**config.mk**
```make
export PLATFORM = sky130hd
export DESIGN_NAME = aclk_keypad_scan
export DESIGN_NICKNAME = d
export VERILOG_FILES = /design/src/rtl/aclk_pkg.sv /design/src/rtl/aclk_col_sync.sv /design/src/rtl/aclk_keypad_scan.sv
export SDC_FILE = /design/constraint.sdc
export NUM_CORES = 1
export LEC_CHECK = 0
export CORE_UTILIZATION = 53
export CTS_CLUSTER_SIZE = 12
export DETAILED_ROUTE_END_ITERATION = 7
export PLACE_DENSITY = 0.81
export SYNTH_ARGS = -nofsm -noshare
export SYNTH_HDL_FRONTEND = slang
export SYNTH_HIERARCHICAL = 1
export SYNTH_SLANG_ARGS = --single-unit
```
**constraint.sdc**
```tcl
create_clock -name clk -period 2.8 [get_ports clk]
set_input_delay 0.42 -clock clk [delete_from_list [all_inputs] [get_ports clk]]
set_output_delay 0.42 -clock clk [all_outputs]
set_load 0.005 [all_outputs]
```
**src/rtl/aclk_pkg.sv**
```systemverilog
// Shared definitions for the alarm-clock keypad front end: key codes,
// scan state encoding, row drive pattern and the row/column key map.
// ACLK_KEYPAD_SYMBOL_EN: when defined, * and # map to KEY_STAR / KEY_HASH.
package aclk_pkg;

  localparam int COLS = 3;
  localparam int ROWS = 4;

  localparam logic [3:0] NOKEY    = 4'd10;
  localparam logic [3:0] KEY_STAR = 4'd11;
  localparam logic [3:0] KEY_HASH = 4'd12;

  typedef enum logic [1:0] {
    SCAN        = 2'd0,
    DEB_PRESS   = 2'd1,
    HELD        = 2'd2,
    DEB_RELEASE = 2'd3
  } scan_state_t;

  // Active-low one-hot drive for a row index.
  function automatic logic [ROWS-1:0] row_drive(input logic [1:0] row);
    logic [ROWS-1:0] drv;
    case (row)
      2'd0:    drv = 4'b1110;
      2'd1:    drv = 4'b1101;
      2'd2:    drv = 4'b1011;
      2'd3:    drv = 4'b0111;
      default: drv = 4'b1111;
    endcase
    return drv;
  endfunction

  // Column index of a single low bit; 3 when zero or several bits are low.
  function automatic logic [1:0] col_index(input logic [COLS-1:0] cs);
    logic [1:0] idx;
    case (cs)
      3'b110:  idx = 2'd0;
      3'b101:  idx = 2'd1;
      3'b011:  idx = 2'd2;
      default: idx = 2'd3;
    endcase
    return idx;
  endfunction

  // Key code at a row/column position; NOKEY for positions never accepted.
  function automatic logic [3:0] key_map(input logic [1:0] row, input logic [1:0] col);
    logic [3:0] code;
    case ({row, col})
      4'b00_00: code = 4'd1;
      4'b00_01: code = 4'd2;
      4'b00_10: code = 4'd3;
      4'b01_00: code = 4'd4;
      4'b01_01: code = 4'd5;
      4'b01_10: code = 4'd6;
      4'b10_00: code = 4'd7;
      4'b10_01: code = 4'd8;
      4'b10_10: code = 4'd9;
      4'b11_01: code = 4'd0;
`ifdef ACLK_KEYPAD_SYMBOL_EN
      4'b11_00: code = KEY_STAR;
      4'b11_10: code = KEY_HASH;
`endif
      default:  code = NOKEY;
    endcase
    return code;
  endfunction

endpackage

```
**src/rtl/aclk_col_sync.sv**
```systemverilog
// Two-flop synchronizer for the asynchronous, active-low keypad columns.
// Resets to all-ones (no key) so the scanner sees an idle keypad after reset.
module aclk_col_sync
  import aclk_pkg::*;
(
  input  logic            clk,
  input  logic            reset,
  input  logic [COLS-1:0] d,
  output logic [COLS-1:0] q
);

  logic [COLS-1:0] meta;

  // Two-stage capture of the raw column lines.
  always_ff @(posedge clk) begin
    if (!reset) begin
      meta <= 3'b111;
      q    <= 3'b111;
    end else begin
      meta <= d;
      q    <= meta;
    end
  end

endmodule

```
**src/rtl/aclk_keypad_scan.sv**
```systemverilog
// Keypad scanner for the alarm clock: drives rows, samples synchronized
// columns, debounces a single key and reports it as a 4-bit code with a
// one-cycle strobe on each accepted press.
// ACLK_KEYPAD_SYMBOL_EN: when defined, * (11) and # (12) are accepted too.
module aclk_keypad_scan
  import aclk_pkg::*;
#(
  parameter int SCAN_DIV   = 256,
  parameter int DEB_CYCLES = 1000
) (
  input  logic        clk,
  input  logic        reset,
  output logic [3:0]  row_n,
  input  logic [2:0]  col_n,
  output logic [3:0]  key,
  output logic        key_strobe
);

  localparam int SW = $clog2(SCAN_DIV);
  localparam int DW = $clog2(DEB_CYCLES);

  localparam logic [SW-1:0] SLOT_LAST = SW'(SCAN_DIV - 1);
  localparam logic [SW-1:0] SW_ONE    = SW'(1);
  localparam logic [DW-1:0] DEB_LAST  = DW'(DEB_CYCLES - 1);
  localparam logic [DW-1:0] DW_ONE    = DW'(1);

  scan_state_t     state;
  logic [1:0]      row;
  logic [SW-1:0]   div_cnt;
  logic [DW-1:0]   deb_cnt;
  logic [DW-1:0]   deb_next;
  logic [2:0]      cs;
  logic [2:0]      pat;
  logic [3:0]      code_lat;
  logic [3:0]      scan_code;
  logic            scan_hit;

  aclk_col_sync u_col_sync (
    .clk   (clk),
    .reset (reset),
    .d     (col_n),
    .q     (cs)
  );

  // Decode the synchronized columns of the driven row into a candidate key.
  always_comb begin
    scan_code = key_map(row, col_index(cs));
    scan_hit  = (scan_code != NOKEY);
  end

  // Debounce count of the next matching sample, held at its ceiling.
  always_comb begin
    if (deb_cnt == DEB_LAST) begin
      deb_next = deb_cnt;
    end else begin
      deb_next = deb_cnt + DW_ONE;
    end
  end

  // Scan/debounce state machine with registered row drive, key and strobe.
  // The sample that enters a debounce state counts as the first stable one,
  // so acceptance happens on the DEB_CYCLES-th consecutive stable sample.
  always_ff @(posedge clk) begin
    if (!reset) begin
      state      <= SCAN;
      row        <= 2'd0;
      row_n      <= 4'b1110;
      div_cnt    <= '0;
      deb_cnt    <= '0;
      pat        <= 3'b111;
      code_lat   <= NOKEY;
      key        <= NOKEY;
      key_strobe <= 1'b0;
    end else begin
      key_strobe <= 1'b0;
      case (state)
        SCAN: begin
          if (div_cnt == SLOT_LAST) begin
            div_cnt <= '0;
            if (scan_hit) begin
              pat      <= cs;
              code_lat <= scan_code;
              deb_cnt  <= '0;
              state    <= DEB_PRESS;
            end else begin
              row   <= row + 2'd1;
              row_n <= row_drive(row + 2'd1);
            end
          end else begin
            div_cnt <= div_cnt + SW_ONE;
          end
        end
        DEB_PRESS: begin
          if (cs == pat) begin
            deb_cnt <= deb_next;
            if (deb_next == DEB_LAST) begin
              key        <= code_lat;
              key_strobe <= 1'b1;
              state      <= HELD;
            end
          end else begin
            // Bounce: give up on this key and resume at the following row.
            state   <= SCAN;
            div_cnt <= '0;
            row     <= row + 2'd1;
            row_n   <= row_drive(row + 2'd1);
          end
        end
        HELD: begin
          if (cs == 3'b111) begin
            deb_cnt <= '0;
            state   <= DEB_RELEASE;
          end
        end
        DEB_RELEASE: begin
          if (cs == 3'b111) begin
            deb_cnt <= deb_next;
            if (deb_next == DEB_LAST) begin
              key     <= NOKEY;
              state   <= SCAN;
              div_cnt <= '0;
              row     <= row + 2'd1;
              row_n   <= row_drive(row + 2'd1);
            end
          end else begin
            // Short release: the key is still considered held, no new strobe.
            state <= HELD;
          end
        end
        default: begin
          state   <= SCAN;
          div_cnt <= '0;
          row     <= 2'd0;
          row_n   <= 4'b1110;
        end
      endcase
    end
  end

endmodule

```
==> qor.log, run 1 <==
INFO  synthesis      post-synth-top-area-fraction=36.2%
INFO  place          numPortBuffers=13
INFO  die            io-pin-count=14
INFO  synthesis      syn-mean-instance-area=8.16squm
INFO  sta            worst_clock_skew=8.40ps
INFO  layout         diodes=0
INFO  layout         final-instance-count-excl-fill=361
INFO  place          post-place-cells=354
INFO  die            die_area=4860squm
INFO  clock_tree     cts_tree=built
INFO  synthesis      synth.yosys.seq_area_share=36.2%
INFO  routing        avgRoutedWirePerCell=13.5um
INFO  routing        detailedRoute.firstIterationViolations=173
INFO  grt            grt_antenna_before_repair=0
INFO  synthesis      synth.cell_area=2430squm
INFO  routing        detailedRoute.firstPassIterationCount=4
INFO  clock_tree     path_clk_slew=80ps
INFO  layout         drive_above_1_share=9.39%
INFO  layout         final_cell_mix=sky130_fd_sc_hd__nand2_1 (45), sky130_fd_sc_hd__dfxtp_1 (44), sky130_fd_sc_hd__nor2_1 (19), sky130_fd_sc_hd__a21oi_1 (15)
INFO  worst_setup_path critical-path-slowest-cell=sky130_fd_sc_hd__or4b_1
INFO  worst_setup_path endpoint_kind=register
INFO  worst_setup_path critical_path.cell_chain=nand4_1, nor3b_1, a21oi_1, or4b_1, buf_4, or3_1, a31o_2
INFO  layout         n_fill_cell=372
INFO  sta            report.final.hold_viol_count=0
INFO  synthesis      ys_async_sr_fraction=0%
INFO  place          final_hpwl_from_detailed_placement=3520um
INFO  clock_tree     clockRootBuffer=sky130_fd_sc_hd__clkbuf_8
INFO  sta            report.final.setup_viol=0
INFO  worst_setup_path setup.worst_path.start_class=register
INFO  place          gp_congestion=0.951
INFO  worst_setup_path crit_arrival=2810ps
INFO  worst_setup_path cp_max_fo=12
INFO  die            coreArea=4380squm
INFO  pwr            p_leak=1.01nW
INFO  synthesis      number_of_synthesized_flops_with_an_enable_pin=0
INFO  sta            final_layout_setup_total_negative_slack=0ps
INFO  worst_setup_path critPathBufInv=1
INFO  status         status=finished, final reports clean
INFO  routing        wirelength=4880um
INFO  synthesis      netlist_instances=298
INFO  worst_setup_path critical-path-top-delay-family=simple AND/OR/NAND/NOR gates
INFO  sta            final.period_utilization=93.6%
INFO  layout         area.growth.synth_to_final=12.1%
INFO  clock_tree     insertion_delay=290ps
INFO  clock_tree     numClockSinks=44
INFO  sta            fmaxAchievable=0.382GHz
INFO  pwr            cell_area_power_density=411nW/um^2
INFO  grt            first_global_vias=1,935
INFO  routing        remaining_routing_drc_violations=0
INFO  layout         multi_input_comb_area=1440squm
INFO  clock_tree     post_cts_hold_buffer_count=0
INFO  grt            grt_remaining_overflow=0
INFO  synthesis      synth_nets=309
INFO  clock_tree     ctsLongestPathBuffers=2
INFO  worst_setup_path timing.critical_path.required=2990ps
INFO  layout         seq_area=881squm
INFO  sta            timing.max_slew.rel_slack=57.5%
INFO  synthesis      synth_area_leaders=sky130_fd_sc_hd__dfxtp_1 (36%), sky130_fd_sc_hd__nand2_1 (6.9%), sky130_fd_sc_hd__mux2i_1 (5.8%), sky130_fd_sc_hd__nand2b_1 (3.6%), sky130_fd_sc_hd__a21oi_1 (3.1%)
INFO  grt            grt_first_pass_wirelength=8450um
INFO  synthesis      synth_cell_types=59
INFO  flow_run       count_of_maximum_capacitance_violations=0
INFO  grt            grt_max_degree=32
INFO  sta            worst-slew-pin-transition=637ps
INFO  layout         final_common_cell=sky130_fd_sc_hd__nand2_1
INFO  layout         layout.nets=320
INFO  routing        ant_nets=0
INFO  synthesis      yosys_warnings=6
INFO  synthesis      synth-seq-cells=44
INFO  clock_tree     numCtsBuffers=5
INFO  die            die_h=69.7um
INFO  sta            period_needed=2620ps
INFO  worst_setup_path crit_type=register to register
INFO  die            start_util=55.5%
INFO  synthesis      synthFlopType=sky130_fd_sc_hd__dfxtp_1
INFO  hold_path      holdCritPathClass=register to register
INFO  clock_tree     ctsHtreeMaxLevel=2
INFO  worst_setup_path slowest_delay=590ps
INFO  routing        detailroute.via_count=2,097
INFO  routing        via_per_inst=5.81
INFO  synthesis      synth_largest_area_cell=sky130_fd_sc_hd__dfxtp_1
INFO  die            num_rows=24
INFO  sta            grt_setup_unrepaired=false
INFO  die            die_width=69.7um
INFO  pwr            max-vdd-ir-drop=0.288mV
INFO  grt            track_usage=21.2%
INFO  sta            slew_violations=0
report_power, final:
part	switching [mW]	leakage (nW)	internal, mW
combinational	0.0293	0.601	0.0247
sequential	0.00853	0.357	0.633
clock	0.205	0.0503	0.220
total	0.243	1.01	0.877
through the flow:
stage	util, %	setup WS (ps)	hold WS, ps	instance area [sq um]	power [mW]
floorplan	-	186	386	2430	0.691
global placement	59.8	287	390	2620	0.709
global route	62.2	12.2	454	2730	1.16
detailed placement	59.8	195	395	2620	0.710
CTS	62.0	163	413	2720	1.13
finish	62.2	179	409	2730	1.12
worst register-to-register path: stages, from the launching register on:
cell	delay, ps
sky130_fd_sc_hd__dfxtp_1	560
sky130_fd_sc_hd__nand4_1	230
sky130_fd_sc_hd__nor3b_1	260
sky130_fd_sc_hd__a21oi_1	60
sky130_fd_sc_hd__or4b_1	590
sky130_fd_sc_hd__buf_4	200
sky130_fd_sc_hd__or3_1	370
sky130_fd_sc_hd__a31o_2	250
synthesized netlist by cell type, types with 6 or more instances:
cell type                   n
sky130_fd_sc_hd__nand2_1   45
sky130_fd_sc_hd__clkbuf_1  12
sky130_fd_sc_hd__ha_1       6
sky130_fd_sc_hd__nand3_1   12
sky130_fd_sc_hd__nand2b_1  14
sky130_fd_sc_hd__a21oi_1   15
sky130_fd_sc_hd__dfxtp_1   44
sky130_fd_sc_hd__o21ai_0   14
sky130_fd_sc_hd__nor2_1    19
sky130_fd_sc_hd__a211oi_1   7
sky130_fd_sc_hd__mux2i_1   14
sky130_fd_sc_hd__inv_1      7
cell families after synthesis:
logic type / count (synthesis) / share of synthesized area [%]
buffers and inverters: 26 / 4.94
AND/OR/NAND/NOR: 129 / 27.1
adder cells (fa/ha/maj): 6 / 3.09
flip-flops: 44 / 36.2
XOR/XNOR: 6 / 2.16
AO/OA/AOI/OAI: 70 / 18.9
multiplexers: 17 / 7.61
cell type report:
type,instances,area share (%)
flip-flops and latches,44,32.3
well taps,52,2.39
clock buffers,7,3.53
inverters,7,0.964
multi-input cells,228,52.8
repair buffers,23,7.99
registers in the layout, summed over array words and instances, names as in the netlist, 3 cells and up:
signal / flops
u_col_sync/meta: 3
row_n: 4
deb_cnt: 10
div_cnt: 8
u_col_sync/q: 3
pat: 3
key: 4
code_lat: 4
repair_timing:
| action | CTS | global route |
|---|---|---|
| setup buffers | 0 | 0 |
| setup endpoints to repair | 0 | 10 |
| gates resized for setup | 0 | 2 |
layer usage:
| layer | track usage, % | part of all wire, % |
|---|---|---|
| met4 | 8.00 | 1.6 |
| met5 | 0 | 0 |
| met2 | 34.7 | 48 |
| met3 | 3.34 | 3.1 |
| met1 | 28.1 | 48 |
final timing paths:
kind                            slack (ps)  cells after the start                from               to
worst max-delay path                   180                      7          deb_cnt[3]         state[1]
worst min-delay path                   410                      1  u_col_sync/meta[1]  u_col_sync/q[1]
worst max register to register         180                      7          deb_cnt[3]         state[1]
worst min register to register         410                      1  u_col_sync/meta[1]  u_col_sync/q[1]
Note: power is estimated with default switching activity, not from simulation.
==> run 2, diff against run 1 <==
- CORE_MARGIN: default -> 4
==> qor.log, run 2 (same netlist as run 1, synthesis figures left out) <==
INFO  sta            fmaxAchievable=0.379GHz
INFO  worst_setup_path endpoint_kind=register
INFO  grt            grt_remaining_overflow=0
INFO  layout         diodes=0
INFO  die            num_rows=24
INFO  clock_tree     cts_tree=built
INFO  clock_tree     numClockSinks=44
INFO  layout         final_cell_mix=sky130_fd_sc_hd__nand2_1 (45), sky130_fd_sc_hd__dfxtp_1 (44), sky130_fd_sc_hd__nor2_1 (19), sky130_fd_sc_hd__a21oi_1 (15)
INFO  flow_run       count_of_maximum_capacitance_violations=0
INFO  sta            worst_clock_skew=7.80ps
INFO  sta            report.final.hold_viol_count=0
INFO  hold_path      holdCritPathClass=register to register
INFO  layout         multi_input_comb_area=1440squm
INFO  clock_tree     ctsLongestPathBuffers=2
INFO  pwr            max-vdd-ir-drop=0.314mV
INFO  place          final_hpwl_from_detailed_placement=3870um
INFO  pwr            finalPower=1.17mW
INFO  layout         seq_area=881squm
INFO  routing        via_per_inst=6.01
INFO  clock_tree     numCtsBuffers=5
INFO  clock_tree     clockRootBuffer=sky130_fd_sc_hd__clkbuf_8
INFO  sta            final_layout_setup_total_negative_slack=0ps
INFO  sta            slew_violations=0
INFO  worst_setup_path crit_type=register to register
INFO  layout         drive_above_1_share=9.90%
INFO  worst_setup_path slowest_delay=570ps
INFO  routing        remaining_routing_drc_violations=0
INFO  worst_setup_path timing.critical_path.required=3000ps
INFO  sta            grt_setup_unrepaired=false
INFO  die            coreArea=4380squm
INFO  grt            first_global_vias=1,958
INFO  place          numPortBuffers=13
INFO  clock_tree     ctsHtreeMaxLevel=2
INFO  sta            worst-slew-pin-transition=518ps
INFO  status         status=finished, final reports clean
INFO  worst_setup_path crit_arrival=2840ps
INFO  sta            report.final.setup_viol=0
INFO  layout         largest_reg_by_ff_count=deb_cnt
INFO  die            die_width=75.7um
INFO  grt            track_usage=20.6%
INFO  pwr            p_leak=1.03nW
INFO  die            die_area=5740squm
INFO  grt            grt_max_degree=26
INFO  pwr            cell_area_power_density=427nW/um^2
INFO  routing        detailedRoute.firstIterationViolations=221
INFO  worst_setup_path critical_path.cell_chain=ha_1, nand4_1, nor3b_1, a21oi_1, or4b_1, buf_4, or3_1, a31o_2
INFO  sta            holdWs=412ps
INFO  grt            grt_first_pass_wirelength=9150um
INFO  clock_tree     cts_setup_buffers=0
INFO  grt            grt_antenna_before_repair=0
INFO  clock_tree     path_clk_slew=80ps
INFO  worst_setup_path cp_max_fo=8
INFO  layout         largest_register_ff_count=10
INFO  die            io-pin-count=14
INFO  routing        detailedRoute.firstPassIterationCount=5
INFO  layout         layout.nets=323
INFO  layout         final_common_cell=sky130_fd_sc_hd__nand2_1
INFO  layout         area.growth.synth_to_final=12.9%
INFO  worst_setup_path setup.worst_path.start_class=register
INFO  die            die_h=75.7um
INFO  layout         top_flop_regs=deb_cnt: 10 flops, div_cnt: 8 flops
INFO  die            start_util=55.5%
INFO  routing        ant_nets=0
INFO  sta            period_needed=2640ps
INFO  routing        detailroute.via_count=2,194
INFO  clock_tree     insertion_delay=300ps
INFO  routing        avgRoutedWirePerCell=14.6um
INFO  sta            final.period_utilization=94.2%
INFO  worst_setup_path critical-path-slowest-cell=sky130_fd_sc_hd__or4b_1
INFO  sta            timing.max_slew.rel_slack=65.4%
INFO  layout         n_fill_cell=370
INFO  place          gp_congestion=0.887
INFO  routing        wirelength=5350um
-- run 2: cell count changes in the layout (fill, tap and decap cells not counted), sizes merged --
cell,delta
clkbuf,-1
buf,+3
bufinv,+1
clkinv,+1
-- run 2: worst max-delay path, delay by kind of cell (launching register included) --
family | cells | cell delay, ps
compound gates | 2 | 300
fa+ha+maj | 1 | 300
simple gates | 4 | 1410
buf+inv | 1 | 190
flops | 1 | 340
-- run 2: through the flow --
| step | instances | setup WS [ps] | instance area [sq um] | util (%) |
|---|---|---|---|---|
| 3_3_place_gp | 357 | 277 | 2630 | 60.0 |
| 6_report | 365 | 161 | 2750 | 62.6 |
| 2_1_floorplan | 298 | 186 | 2430 | - |
| 4_1_cts | 365 | 189 | 2740 | 62.5 |
| 5_1_grt | 365 | 52.4 | 2750 | 62.6 |
| 3_5_place_dp | 357 | 217 | 2630 | 60.0 |
-- run 2: routing by layer --
metal  routed length [um]  global-route usage, %
met1                 2450                   27.9
met2                 2540                   31.4
met3                  242                   4.62
met4                  116                   8.74
met5                    0                      0
-- run 2: cell type report --
| class | instances | area share, % |
|---|---|---|
| Clock buffer | 6 | 2.64 |
| Clock inverter | 2 | 1.28 |
| Inverter | 7 | 0.957 |
| Multi-Input combinational cell | 228 | 52.4 |
| Sequential cell | 44 | 32.1 |
| Tap cell | 52 | 2.37 |
| Timing Repair Buffer | 26 | 8.30 |
-- run 2: worst paths after layout --
check | start | end | slack, ps | depth (start not counted)
hold / removal | u_col_sync/meta[2] | u_col_sync/q[2] | 410 | 1
hold reg to reg | u_col_sync/meta[2] | u_col_sync/q[2] | 410 | 1
setup reg to reg | deb_cnt[0] | state[1] | 160 | 8
setup / recovery | deb_cnt[0] | state[1] | 160 | 8
-- run 2: timing repair --
action	in CTS	in global routing
resized for setup	0	1
setup endpoints to repair	0	1
hold buffers	0	0
-- run 2: report_power, final --
group          switching [mW]  internal [mW]  leakage, nW  total, mW
combinational          0.0285         0.0229        0.616     0.0514
sequential            0.00861          0.633        0.357      0.641
clock                   0.214          0.265       0.0552      0.479
total                   0.251          0.921         1.03       1.17
